### config.mk
export PLATFORM = sky130hd
export DESIGN_NAME = fk_tap_sequencer
export DESIGN_NICKNAME = d
export VERILOG_FILES = /design/src/rtl/fk_tap_sequencer.sv
export SDC_FILE = /design/constraint.sdc
export NUM_CORES = 1
export LEC_CHECK = 0
export CORE_MARGIN = 3
export CORE_UTILIZATION = 35
export CTS_CLUSTER_DIAMETER = 30
export DETAILED_ROUTE_END_ITERATION = 7
export GPL_ROUTABILITY_DRIVEN = 0
export GPL_TIMING_DRIVEN = 0
export PLACE_DENSITY_LB_ADDON = 0.12
export SLEW_MARGIN = 20
export SYNTH_ARGS = -nofsm -noshare
export SYNTH_HDL_FRONTEND = slang
export SYNTH_SLANG_ARGS = --single-unit
### constraint.sdc
create_clock -name clk_i -period 6.4 [get_ports clk_i]
set_input_delay 1.28 -clock clk_i [delete_from_list [all_inputs] [get_ports clk_i]]
set_output_delay 1.28 -clock clk_i [all_outputs]
set_load 0.05 [all_outputs]
### src/rtl/fk_tap_sequencer.sv
// Tap sequencer: shifts the sample history on accept, then streams every tap one per clock.
// Latency 1 clk accept->first tap; ready low during the TAPS-beat sweep, offers while busy are dropped and flagged.
module fk_tap_sequencer #(
    parameter int N    = 25,
    parameter int TAPS = 3
) (
    input  logic                      clk_i,
    input  logic                      rst_i,
    input  logic [N-1:0]              fk_in_i,
    input  logic                      fk_valid_i,
    input  logic                      hist_clr_i,
    input  logic                      clr_ovr_i,
    output logic                      ready_o,
    output logic [N-1:0]              tap_out_o,
    output logic [$clog2(TAPS)-1:0]   tap_idx_o,
    output logic                      tap_valid_o,
    output logic                      tap_last_o,
    output logic                      overrun_o
);

    localparam int IDXW = $clog2(TAPS);
    localparam logic [IDXW-1:0] LAST_IDX = IDXW'(TAPS - 1);

    localparam logic [0:0] ST_IDLE  = 1'b0;
    localparam logic [0:0] ST_SWEEP = 1'b1;

    logic [0:0]      state_q, state_d;
    logic [IDXW-1:0] cnt_q, cnt_d;
    logic [N-1:0]    hist_q [TAPS];
    logic [N-1:0]    hist_d [TAPS];
    logic [N-1:0]    tap_out_q, tap_out_d;
    logic [IDXW-1:0] tap_idx_q, tap_idx_d;
    logic            tap_valid_q, tap_valid_d;
    logic            tap_last_q, tap_last_d;
    logic            overrun_q, overrun_d;
    logic            ready;

    assign ready = (state_q == ST_IDLE);

    always_comb begin
        state_d     = state_q;
        cnt_d       = cnt_q;
        tap_out_d   = tap_out_q;
        tap_idx_d   = tap_idx_q;
        tap_valid_d = 1'b0;
        tap_last_d  = 1'b0;
        overrun_d   = overrun_q;
        for (int i = 0; i < TAPS; i++) begin
            hist_d[i] = hist_q[i];
        end

        // A new overrun event on the same edge overrides the clear below.
        if (clr_ovr_i) begin
            overrun_d = 1'b0;
        end

        if (hist_clr_i) begin
            for (int i = 0; i < TAPS; i++) begin
                hist_d[i] = '0;
            end
            state_d = ST_IDLE;
            cnt_d   = '0;
        end else begin
            if (fk_valid_i && !ready) begin
                overrun_d = 1'b1;
            end
            case (state_q)
                ST_IDLE: begin
                    if (fk_valid_i) begin
                        hist_d[0] = fk_in_i;
                        for (int i = 1; i < TAPS; i++) begin
                            hist_d[i] = hist_q[i-1];
                        end
                        state_d = ST_SWEEP;
                        cnt_d   = '0;
                    end
                end
                ST_SWEEP: begin
                    tap_out_d   = hist_q[cnt_q];
                    tap_idx_d   = cnt_q;
                    tap_valid_d = 1'b1;
                    tap_last_d  = (cnt_q == LAST_IDX);
                    if (cnt_q == LAST_IDX) begin
                        state_d = ST_IDLE;
                        cnt_d   = '0;
                    end else begin
                        cnt_d = cnt_q + 1'b1;
                    end
                end
                default: begin
                    state_d = ST_IDLE;
                    cnt_d   = '0;
                end
            endcase
        end
    end

    always_ff @(posedge clk_i) begin
        if (rst_i) begin
            state_q     <= ST_IDLE;
            cnt_q       <= '0;
            tap_out_q   <= '0;
            tap_idx_q   <= '0;
            tap_valid_q <= 1'b0;
            tap_last_q  <= 1'b0;
            overrun_q   <= 1'b0;
            for (int i = 0; i < TAPS; i++) begin
                hist_q[i] <= '0;
            end
        end else begin
            state_q     <= state_d;
            cnt_q       <= cnt_d;
            tap_out_q   <= tap_out_d;
            tap_idx_q   <= tap_idx_d;
            tap_valid_q <= tap_valid_d;
            tap_last_q  <= tap_last_d;
            overrun_q   <= overrun_d;
            for (int i = 0; i < TAPS; i++) begin
                hist_q[i] <= hist_d[i];
            end
        end
    end

    assign ready_o     = ready;
    assign tap_out_o   = tap_out_q;
    assign tap_idx_o   = tap_idx_q;
    assign tap_valid_o = tap_valid_q;
    assign tap_last_o  = tap_last_q;
    assign overrun_o   = overrun_q;

endmodule

==> flow_metrics.tcl, run 1 <==
set metrics [dict create \
    status "finished clean" \
    syn_to_final_growth_pct 28.1 \
    yosysWarnings 0 \
    clkSlewWorstSetupHoldPaths_ns 0.07 \
    critical_path.cell_chain "clkdlybuf4s50_1 > nor2_1 > clkbuf_1 > o21ai_4 > buf_16" \
    place_hpwl_mm 6.67 \
    synth_top_family_by_area "simple AND/OR/NAND/NOR gates" \
    die_h_um 116 \
    r2r_end "tap_out_o[0]" \
    syn-num-nets 365 \
    post-route-util_pct 46.9 \
    max_freq_mhz 321 \
    synth_xor_area_share_pct 0 \
    arrival_ns 3.21 \
    dp_slack_ns 2.92 \
    layout_min_cycle_time_ns 3.11 \
    max_stage_delay_ns 0.55 \
    p_leak_nw 2.04 \
    cts_buffers 9 \
    post_cts_resized 0 \
    setup_violations 0 \
    worst_slew_pin_slew_ns 0.640 \
    grt_max_degree 23 \
    core_um2 11700 \
    syn-mean-instance-area_um2 12.8 \
    netlist-cell-type-count 22 \
    synth_compound_area_share_pct 13.3 \
    maxSlewViolCount 0 \
    yosys.area_share.simple_pct 14.8 \
    ys_seq_elements 108 \
    min_path_cells 2 \
    cp-start-kind "input pin" \
    die_area_um2 13600 \
    reg2reg_slack_ns 4.85 \
    synth_sequential_area_ratio_pct 68.2 \
    io_pins 61 \
    fin_tns_setup_ns 0 \
    synth-adder-area-share_pct 0 \
    final_design_area_no_fill_um2 5480 \
    drive_gt1_share_pct 9.18 \
    diodes 0 \
    critPathSlowestCell "clkbuf_1" \
    via_per_inst 5.19 \
    initial_utilization_pct 36.6 \
    wl_met2_mm 5.15 \
    h-tree-depth 3 \
    ant_nets 0 \
    root_buffer "clkbuf_16" \
    finalPower_mw 1.51 \
    ctsHoldBuffers 0 \
    worstSetupPathType "in -> reg" \
    antenna_found_initial 0 \
    drt-met1-wl_mm 4.67 \
    final_nets 439 \
    netlist_instances 335 \
    clk_latency_ns 0.35 \
    grt_pass1_vias 2957 \
    dr.pass1.iters 4 \
    r2r-start "cnt_q[0]" \
    min-delay-start "tap_idx_o[0]" \
    slew_headroom_pct 57.3 \
    grt_pass1_wl_mm 16.3 \
    postRouteWirelength_mm 10.3 \
    min_period_over_period_pct 48.7 \
    endpoint_kind "register" \
    worstHoldEndpoint "tap_idx_o[0]" \
    tritoncts "built" \
    dieWidth_um 116 \
    p_per_area_nw_per_um2 275 \
    crit_required_ns 6.50 \
    drc 0 \
    ff_latch_area_um2 2910 \
    grt-ovfl-total 0 \
    path_max_fanout 22 \
    fill_cells 1085 \
    drt_iter0_markers 163 \
    rsz0062_at_grt "no" \
    max-vdd-ir-drop_uv 144 \
    min_path_type "reg -> reg" \
    place_area_um2 5160 \
    final-hold-violation-count 0 \
    clock_skew_ns 0.0102 \
    cts_buffer_depth 2 \
    route.met3.wl_um 373 \
    routedWlPerCell_um 18.5 \
    vias 2890 \
    fin_ws_ns 3.29 \
    synth_area_um2 4270 \
    highest_layer "met4" \
    cts_setup_buffers 0 \
    grtUsageTotal_pct 16.3 \
    place.port_buffers 60 \
    multiInputGateArea_um2 1220 \
    max-cap-violations 0 \
    cts.sinks 108 \
    rows 39 \
    reg2regPathDepth 4 \
    synthMuxAreaShare_pct 0 \
]
cell families (layout without fill, tap and decap cells):
family	Yosys count	in the layout
simple gates	114	114
compound gates	84	84
buf+inv	29	108
flops	108	108
power breakdown:
part | total (mW) | internal [mW] | switching, mW | leakage, nW
combinational | 0.129 | 0.0533 | 0.0759 | 0.749
sequential | 0.803 | 0.786 | 0.0169 | 1.13
clock | 0.576 | 0.334 | 0.241 | 0.158
total | 1.51 | 1.17 | 0.334 | 2.04
worst max path at each step:
stage,from,end,slack (ns),cells past startpoint
after global placement,fk_valid_i,hist_q[0][6],-1.62,3
after global routing,rst_i,hist_q[2][14],3.13,5
after floorplan,fk_valid_i,hist_q[0][0],1.02,2
after CTS,rst_i,hist_q[2][14],3.27,5
final,rst_i,hist_q[1][5],3.29,5
after detailed placement,rst_i,hist_q[2][5],2.92,5
cell usage after synthesis:
master | instances | share of area (%)
o221a_2 | 2 | 0.53
nor2b_1 | 2 | 0.29
nor2_1 | 29 | 2.5
o21ai_0 | 3 | 0.35
a211oi_1 | 23 | 4.0
dfxtp_1 | 33 | 15
buf_2 | 4 | 0.47
and2_1 | 75 | 11
clkbuf_1 | 12 | 1.1
inv_1 | 3 | 0.26
nand2b_1 | 1 | 0.15
nand2_1 | 4 | 0.35
nor2_2 | 1 | 0.15
buf_4 | 8 | 1.4
and2b_1 | 1 | 0.18
edfxtp_1 | 75 | 53
buf_6 | 2 | 0.53
a211oi_2 | 2 | 0.59
and3_1 | 1 | 0.15
a21oi_1 | 28 | 3.3
a31oi_1 | 1 | 0.15
a22oi_1 | 25 | 4.4
stage by stage:
stage / instances / hold WS, ns
final: 557 / 0.459
after global routing: 557 / 0.482
after CTS: 557 / 0.464
after detailed placement: 541 / 0.453
after global placement: 538 / 0.451
after floorplan: 335 / 0.477
worst max-delay path: cells and delay by family:
kind / cells / cell delay (ns)
simple gates: 1 / 0.36
buf+inv: 3 / 1.27
compound gates: 1 / 0.28
sequential cells by signal (all words and copies together) (netlist names):
name         flops
tap_last_o       1
tap_idx_o        2
overrun_o        1
hist_q          75
tap_out_o       25
tap_valid_o      1
cnt_q            2
state_q          1
layout by cell type, fill, tap and decap left out:
cell type         n
buf_2             4
nand2b_1          1
inv_1             3
clkbuf_1         14
a211oi_1         23
edfxtp_1         75
o21ai_4           2
o221a_2           2
a211oi_2          2
nor2b_1           2
clkdlybuf4s50_1  60
nor2_1           29
o21ai_0           1
a31oi_1           1
buf_6             2
and2b_1           1
and2_1           75
buf_4             8
and3_1            1
nand2_1           4
buf_16            3
nor2_2            1
clkbuf_16        12
clkinv_2          2
dfxtp_1          33
a22oi_1          25
a21oi_1          28
area by class of cell:
type	instances	share of cell area, %
flip-flops and latches	108	53.2
multi-input cells	198	22.3
repair buffers	63	12.5
clock buffers	14	5.62
well taps	143	3.27
plain buffers	26	2.70
inverters	3	0.206
clock inverters	2	0.183
per-layer routing:
| layer | global-route usage, % | up-vias |
|---|---|---|
| li1 | - | 1356 |
| met1 | 20.9 | 1472 |
| met2 | 27.5 | 56 |
| met3 | 4.35 | 6 |
| met4 | 4.02 | 0 |
| met5 | 0 | - |
Note: power is estimated with default switching activity, not from simulation.
==> run 2: changes to the inputs <==
==> constraint.sdc (replaced) <==
create_clock -name clk_i -period 2.55 [get_ports clk_i]
set_input_delay 0.51 -clock clk_i [delete_from_list [all_inputs] [get_ports clk_i]]
set_output_delay 0.51 -clock clk_i [all_outputs]
set_load 0.05 [all_outputs]
==> run 2 against run 1 <==
Net effect:
- sequential power increased to 2.5 times the previous value
- hold slack improved by 0.0083 ns
- global-route usage decreased by 0.13 points
- clock power increased to 2.5 times the previous value
- non-clock buffer count unchanged
- combinational power increased to 2.5 times the previous value
- clock skew decreased by 0.0035 ns
- register-to-register slack got worse by 3.8 ns
- design area about the same
- critical path type unchanged
- critical endpoint is now hist_q[2][19]
- largest cell class unchanged
==> flow_metrics.tcl, run 2 (synthesized netlist as in run 1, its figures left out) <==
set metrics [dict create \
    syn_to_final_growth_pct 28.1 \
    grt_pass1_wl_mm 16.3 \
    rsz0062_at_grt "no" \
    setup_violations 0 \
    arrival_ns 2.47 \
    whs_ns 0.468 \
    antenna_found_initial 0 \
    path_max_fanout 13 \
    post-route-util_pct 46.9 \
    initial_utilization_pct 36.6 \
    dr.pass1.iters 4 \
    finalPower_mw 3.79 \
    slew_headroom_pct 57.2 \
    final_nets 439 \
    h-tree-depth 3 \
    crit_required_ns 2.65 \
    regMostFlops "hist_q" \
    min_period_over_period_pct 92.8 \
    min_path_type "reg -> reg" \
    final_design_area_no_fill_um2 5470 \
    die_area_um2 13600 \
    drt_iter0_markers 146 \
    p_int_mw 2.95 \
    io_pins 61 \
    drive_gt1_share_pct 9.18 \
    layout_min_cycle_time_ns 2.37 \
    maxSlewViolCount 0 \
    p_leak_nw 2.03 \
    clkSlewWorstSetupHoldPaths_ns 0.07 \
    final_cells 557 \
    core_um2 11700 \
    root_buffer "clkbuf_16" \
    clk_latency_ns 0.34 \
    switching_share_pct 22.1 \
    grt_pass1_vias 2939 \
    worst_slew_pin_slew_ns 0.642 \
    place_area_um2 5160 \
    cts_buffer_depth 2 \
    final-hold-violation-count 0 \
    pwr-share-seq_pct 53.1 \
    grt_max_degree 24 \
    rows 39 \
    place.port_buffers 60 \
    max_freq_mhz 423 \
    p_per_area_nw_per_um2 693 \
    placed_cells 541 \
    max-vdd-ir-drop_uv 350 \
    ctsHoldBuffers 0 \
    worstSetupPathType "in -> reg" \
    diodes 0 \
    comb_power_share_pct 8.5 \
    via_per_inst 5.10 \
    cts_buffers 9 \
    dieWidth_um 116 \
    endpoint_kind "register" \
    layout_common_cells "and2_1 (75), edfxtp_1 (75), clkdlybuf4s50_1 (60)" \
    ant_nets 0 \
    cts.sinks 108 \
    p_clk_share_pct 38.4 \
    largest_reg_flops 75 \
    clock_skew_ns 0.00668 \
    status "finished clean" \
    drc 0 \
    post_cts_resized 0 \
    place_hpwl_mm 6.71 \
    tritoncts "built" \
    cp-start-kind "input pin" \
    switchingPower_mw 0.839 \
    grtUsageTotal_pct 16.1 \
    grt-ovfl-total 0 \
    cts_setup_buffers 0 \
    die_h_um 116 \
    max-cap-violations 0 \
    postRouteWirelength_mm 10.2 \
    vias 2838 \
    routedWlPerCell_um 18.4 \
]
run 2: changes by cell type in the layout (fill, tap and decap cells not counted), sizes merged:
| cell | previous run | this run |
|---|---|---|
| clkinvlp | 0 | 1 |
| clkbuf | 26 | 25 |
| clkinv | 2 | 1 |
| bufinv | 0 | 1 |
run 2: area by class of cell:
class / count / area [um2]
inverter: 3 / 11.3
timing repair buffer: 63 / 683
sequential: 108 / 2910
tap: 143 / 179
clock inverter: 3 / 42.5
multi-input combinational: 198 / 1220
fill: 1073 / 6190
clock buffer: 13 / 272
buffer: 26 / 148
run 2: worst max-delay path, cell delays in order:
cell and delay (ns):
clkdlybuf4s50_1 0.48, nor2_1 0.35, clkbuf_1 0.55, o21ai_4 0.32, buf_16 0.25
run 2: final timing paths:
check | depth (start not counted) | end | from | slack (ns)
max | 5 | hist_q[2][19] | hist_clr_i | 0.18
min | 2 | tap_idx_o[1] | tap_idx_o[1] | 0.47
max reg2reg | 4 | tap_out_o[13] | cnt_q[0] | 1.05
min reg2reg | 2 | tap_idx_o[1] | tap_idx_o[1] | 0.47
run 2: per-layer routing:
metal	wire length, um	share of wire (%)	track usage, %	vias to the layer above
li1	-	-	-	1353
met1	4700	46	21.0	1412
met2	5000	49	26.8	59
met3	370	3.6	3.89	14
met4	163	1.6	4.72	0
met5	0	0	0	-
run 2: power by group through the flow:
stage	clock, mW	sequential [mW]	combinational [mW]
3_3_place_gp	0	2.05	0.308
5_1_grt	1.56	2.02	0.350
2_1_floorplan	0	2.10	0.123
6_report	1.46	2.01	0.323
3_5_place_dp	0	2.05	0.328
4_1_cts	1.49	2.01	0.329
run 2: through the flow:
| step | TNS [ns] | setup slack, ns |
|---|---|---|
| 2_1_floorplan | 0 | 0.234 |
| 3_3_place_gp | -82.29 | -1.11 |
| 3_5_place_dp | -7.40 | -0.172 |
| 4_1_cts | 0 | 0.179 |
| 5_1_grt | 0 | 0.0394 |
| 6_report | 0 | 0.183 |
==> run 3: changes to the inputs <==
--- a/config.mk
+++ b/config.mk
@@ -9,7 +9,7 @@
 export CORE_UTILIZATION = 35
 export CTS_CLUSTER_DIAMETER = 30
 export DETAILED_ROUTE_END_ITERATION = 7
-export GPL_ROUTABILITY_DRIVEN = 0
+export GPL_ROUTABILITY_DRIVEN = 1
 export GPL_TIMING_DRIVEN = 0
 export PLACE_DENSITY_LB_ADDON = 0.12
 export SLEW_MARGIN = 20
==> results of run 3 <==
Final layout, timing and power as in run 2 (identical DEF).
